File: src/rtl/bin2bcd_seq.sv
// Sequential binary-to-BCD converter (shift-add-3, one input bit per clock).
// Optional leading-zero blanking of the result is enabled by defining BIN2BCD_BLANK_EN.
module bin2bcd_seq #(
    parameter int WIDTH  = 10,
    parameter int DIGITS = 4
) (
    input  logic                  clk,
    input  logic                  reset,
    input  logic [WIDTH-1:0]      bin_in,
    input  logic                  start,
    output logic                  busy,
    output logic                  done,
    output logic [4*DIGITS-1:0]   bcd
);

    localparam int CW = $clog2(WIDTH + 1);

    localparam logic [0:0] IDLE  = 1'b0;
    localparam logic [0:0] SHIFT = 1'b1;

    logic [0:0]          state_reg;
    logic [WIDTH-1:0]    shift_reg;
    logic [4*DIGITS-1:0] scratch_reg;
    logic [CW-1:0]       count_reg;
    logic                busy_reg;
    logic                done_reg;
    logic [4*DIGITS-1:0] bcd_reg;

    logic [4*DIGITS-1:0] adj;
    logic [4*DIGITS-1:0] scratch_next;
    logic [WIDTH-1:0]    shift_next;
    logic [4*DIGITS-1:0] result_next;
    logic [DIGITS-1:0]   digit_nz;
    logic [DIGITS-1:0]   upper_nz;
    logic                unused_carry;

    genvar gi;

    // Add-3 correction per digit; no carry propagates between digits.
    generate
        for (gi = 0; gi < DIGITS; gi++) begin : g_adj
            assign adj[gi*4 +: 4] = (scratch_reg[gi*4 +: 4] >= 4'd5) ?
                                    scratch_reg[gi*4 +: 4] + 4'd3 :
                                    scratch_reg[gi*4 +: 4];
        end
    endgenerate

    assign scratch_next = {adj[4*DIGITS-2:0], shift_reg[WIDTH-1]};
    assign shift_next   = {shift_reg[WIDTH-2:0], 1'b0};
    // Top bit of the corrected scratch always shifts out as zero for a legal DIGITS.
    assign unused_carry = adj[4*DIGITS-1];

    // upper_nz[i]: some digit at position i or above is nonzero.
    generate
        for (gi = 0; gi < DIGITS; gi++) begin : g_nz
            assign digit_nz[gi] = |scratch_next[gi*4 +: 4];
            if (gi == DIGITS - 1) begin : g_top
                assign upper_nz[gi] = digit_nz[gi];
            end else begin : g_mid
                assign upper_nz[gi] = digit_nz[gi] | upper_nz[gi+1];
            end
        end
    endgenerate

    generate
        for (gi = 0; gi < DIGITS; gi++) begin : g_res
`ifdef BIN2BCD_BLANK_EN
            if (gi == 0) begin : g_units
                assign result_next[gi*4 +: 4] = scratch_next[gi*4 +: 4];
            end else begin : g_upper
                assign result_next[gi*4 +: 4] = upper_nz[gi] ?
                                                scratch_next[gi*4 +: 4] : 4'hF;
            end
`else
            assign result_next[gi*4 +: 4] = scratch_next[gi*4 +: 4];
`endif
        end
    endgenerate

`ifndef BIN2BCD_BLANK_EN
    logic unused_nz;
    assign unused_nz = |upper_nz;
`endif

    always_ff @(posedge clk or negedge reset) begin
        if (!reset) begin
            state_reg   <= IDLE;
            shift_reg   <= '0;
            scratch_reg <= '0;
            count_reg   <= '0;
            busy_reg    <= 1'b0;
            done_reg    <= 1'b0;
            bcd_reg     <= '0;
        end else begin
            done_reg <= 1'b0;
            case (state_reg)
                IDLE: begin
                    if (start) begin
                        shift_reg   <= bin_in;
                        scratch_reg <= '0;
                        count_reg   <= CW'(WIDTH);
                        busy_reg    <= 1'b1;
                        state_reg   <= SHIFT;
                    end
                end
                SHIFT: begin
                    shift_reg   <= shift_next;
                    scratch_reg <= scratch_next;
                    count_reg   <= count_reg - 1'b1;
                    if (count_reg == CW'(1)) begin
                        bcd_reg   <= result_next;
                        done_reg  <= 1'b1;
                        busy_reg  <= 1'b0;
                        state_reg <= IDLE;
                    end
                end
                default: state_reg <= IDLE;
            endcase
        end
    end

    assign busy = busy_reg;
    assign done = done_reg;
    assign bcd  = bcd_reg;

endmodule

File: config.mk
export PLATFORM = sky130hd
export DESIGN_NAME = bin2bcd_seq
export DESIGN_NICKNAME = d
export VERILOG_FILES = /design/src/rtl/bin2bcd_seq.sv
export SDC_FILE = /design/constraint.sdc
export NUM_CORES = 1
export LEC_CHECK = 0
export CORE_MARGIN = 2
export CORE_UTILIZATION = 58
export CTS_BUF_LIST = sky130_fd_sc_hd__clkbuf_16
export DETAILED_ROUTE_END_ITERATION = 16
export MAX_ROUTING_LAYER = met4
export PLACE_DENSITY = 0.94
export SKIP_CTS_REPAIR_TIMING = 1
export SYNTH_ARGS = -nofsm -noshare
export SYNTH_HDL_FRONTEND = slang
export SYNTH_SLANG_ARGS = --single-unit
File: constraint.sdc
create_clock -name clk -period 2.4 [get_ports clk]
set_input_delay 0.24 -clock clk [delete_from_list [all_inputs] [get_ports clk]]
set_output_delay 0.24 -clock clk [all_outputs]
set_load 0.01 [all_outputs]
==> summary.md <==
| Metric | Value |
|---|---|
| Final hold viol count | 0 |
| Num CTS Buffers | 5 |
| Fmax | 535 MHz |
| Longest Clk Path Bufs | 2 |
| N_diodes | 0 |
| Synthesized Nets | 253 |
| Vias in the first global route | 1727 |
| Clock period minus worst slack | 1870 ps |
| CTS tree | yes |
| First-pass GRT wire length | 7.70 mm |
| VDD IR-drop max | 0.715 mV |
| Placer Congestion | 0.748 |
| Syn Inst Count | 230 |
| Worst Path Arrival | 2060 ps |
| Synth warn | 0 |
| TritonCTS Sinks | 49 |
| # fillers | 242 |
| IO Count | 31 |
| Synth area leaders | dfrtp_1 (54%), nand2_1 (7.1%), ha_1 (5.5%), mux2i_1 (4.4%), o21ai_0 (4.2%) |
| Total number of vias | 1768 |
| Setup Skew | 3.78 ps |
| CP Launch Type | flop |
| Top cells by count, synth | dfrtp_1 (49), nand2_1 (43), o21ai_0 (19) |
| WHS | 48.4 ps |
| Reg2Reg Depth | 6 |
| Initial core utilization | 0.614 |
| Worst-margin pin slew | 607 ps |
| Core area | 3720 µm² |
| Worst Setup End Kind | flop |
| Final nets | 283 |
| Routed length per placed instance | 14.1 µm |
| Ys flop type | dfrtp_1 |
| FP Rows | 22 |
| Post-Layout Cell Count | 309 |
| Status | finished, final reports clean |
| DRC | 0 |
| Post-route ant nets | 0 |
| Final Max Tran Viols | 0 |
| Die area | 4450 µm² |
| PnR Total Power | 3.75 mW |
| Avg Vias per Cell | 5.72 |
| Placement Cell Area | 2630 µm² |
| Dpl hpwl | 2.92 mm |
| Netlist cell types | 27 |
| Synthesized area | 2280 µm² |
| Critical path class | flop to flop |
| Critical Path RT | 2590 ps |
| P_leak | 1.24 nW |
| Max-Slew Margin vs Limit | 0.595 |
| DR pass1 iterations | 4 |
| # H-tree levels | 2 |
| Total gr overflow | 0 |
| Worst-path clk slew | 60 ps |
| Yosys reg bits | 49 |
| Initial detailed-routing violation count | 148 |
| IO Port Bufs | 30 |
| CP max FO | 30 |
| R2R Setup Slk | 530 ps |
| Ys async rst share | 1.00 |
| Routed wire length | 4.36 mm |
| RSZ-0062 raised after global routing | false |
| Top cell type by total area after synthesis | dfrtp_1 |
| Final worst slack | 532 ps |
| Number of synthesized flops with an enable pin | 0 |
| Total track usage | 0.238 |
| Root Driver | clkbuf_16 |
| Layout area overhead | 21.3% |
| Clock Latency Late Sink | 280 ps |
| Finished Cell Area | 2770 µm² |
| Most common cell in the synthesized netlist | dfrtp_1 |
| Die W | 66.7 µm |
| Max Cap Viol | 0 |
| Post-layout util | 0.745 |
| Pre-CTS WS | 594 ps |
| Hold Crit Class | primary input to asynchronous set/reset pin |
| Register area share after synthesis | 0.537 |
| P per Cell Area | 1350 nW/µm² |
| Post-synth top area share | 0.537 |
| Setup TNS | 0 ps |
| Setup violations, final | 0 |
| Layout cells sized above 1 | 0.0651 |
| Die height | 66.7 µm |
| Avg Cell Area, Syn | 9.93 µm² |
| Antenna violations before repair | 0 |
| Largest net degree at the start of global routing | 50 |
| Cell Count Post-Placement | 301 |
| Fin crit share | 0.778 |
[worst paths after layout]
path,from,endpoint
min in group clk,bcd[3],bcd[3]
setup / recovery,count_reg[1],bcd[11]
setup reg to reg,count_reg[1],bcd[11]
max in group asynchronous,reset,shift_reg[9]
hold / removal,reset,scratch_reg[9]
hold reg to reg,bcd[3],bcd[3]
[cells in the final DEF (no fill, tap or decap), drive strengths merged]
cell           synthesis  routed
a31oi                  1       1
o21ai                 28      28
nand2b                 4       4
ha                    10      10
or3                    2       2
a21oi                 13      13
mux2i                 10      10
buf                    4       6
o22ai                 14      14
nor3                   4       4
nand3                  2       2
o311ai                 2       2
clkdlybuf4s50          0      29
nor3b                  6       6
o31ai                  1       1
mux2                   3       3
xnor2                  6       6
dfrtp                 49      49
nand2                 43      43
or4b                   1       1
nor2                   6       6
inv                   13      16
clkbuf                 8       5
[critical path, stage by stage (launching register included)]
cell	delay [ps]
dfrtp_1	390
inv_1	90
ha_1	140
or4b_4	630
inv_1	250
nor2_1	80
a31oi_1	190
[power breakdown]
group          switching (mW)  leakage (nW)  internal, mW  total (mW)
registers               0.261         0.622          1.19        1.45
clock network           0.276        0.0776         0.375       0.651
logic                   0.867         0.541         0.784        1.65
[layer usage]
| layer | track usage | up-vias | part of all wire |
|---|---|---|---|
| met5 | - | - | 0 |
| met4 | 0.0714 | 0 | 0.012 |
| met3 | 0.0591 | 5 | 0.036 |
| met2 | 0.403 | 31 | 0.52 |
| met1 | 0.282 | 884 | 0.44 |
| li1 | - | 848 | - |
[area by class of cell]
type / instances / area [µm²] / area share
clock buffers: 5 / 125 / 0.0452
clock inverters: 3 / 11.3 / 0.00407
inverters: 13 / 48.8 / 0.0176
multi-input cells: 156 / 953 / 0.344
flip-flops and latches: 49 / 1230 / 0.443
well taps: 48 / 60.1 / 0.0217
repair buffers: 35 / 345 / 0.125
[logic make-up (layout without fill, tap and decap cells)]
family	after synthesis	in the layout	synth area share
buffers and inverters	25	56	0.0455
adders and majority gates	10	10	0.0548
DFF	49	49	0.537
xor gates and xnor gates	6	6	0.0230
muxes	13	13	0.0586
and+or+nand+nor	68	68	0.136
AOI/OAI and AO/OA	59	59	0.145
Power figures use the tool's default switching activity.
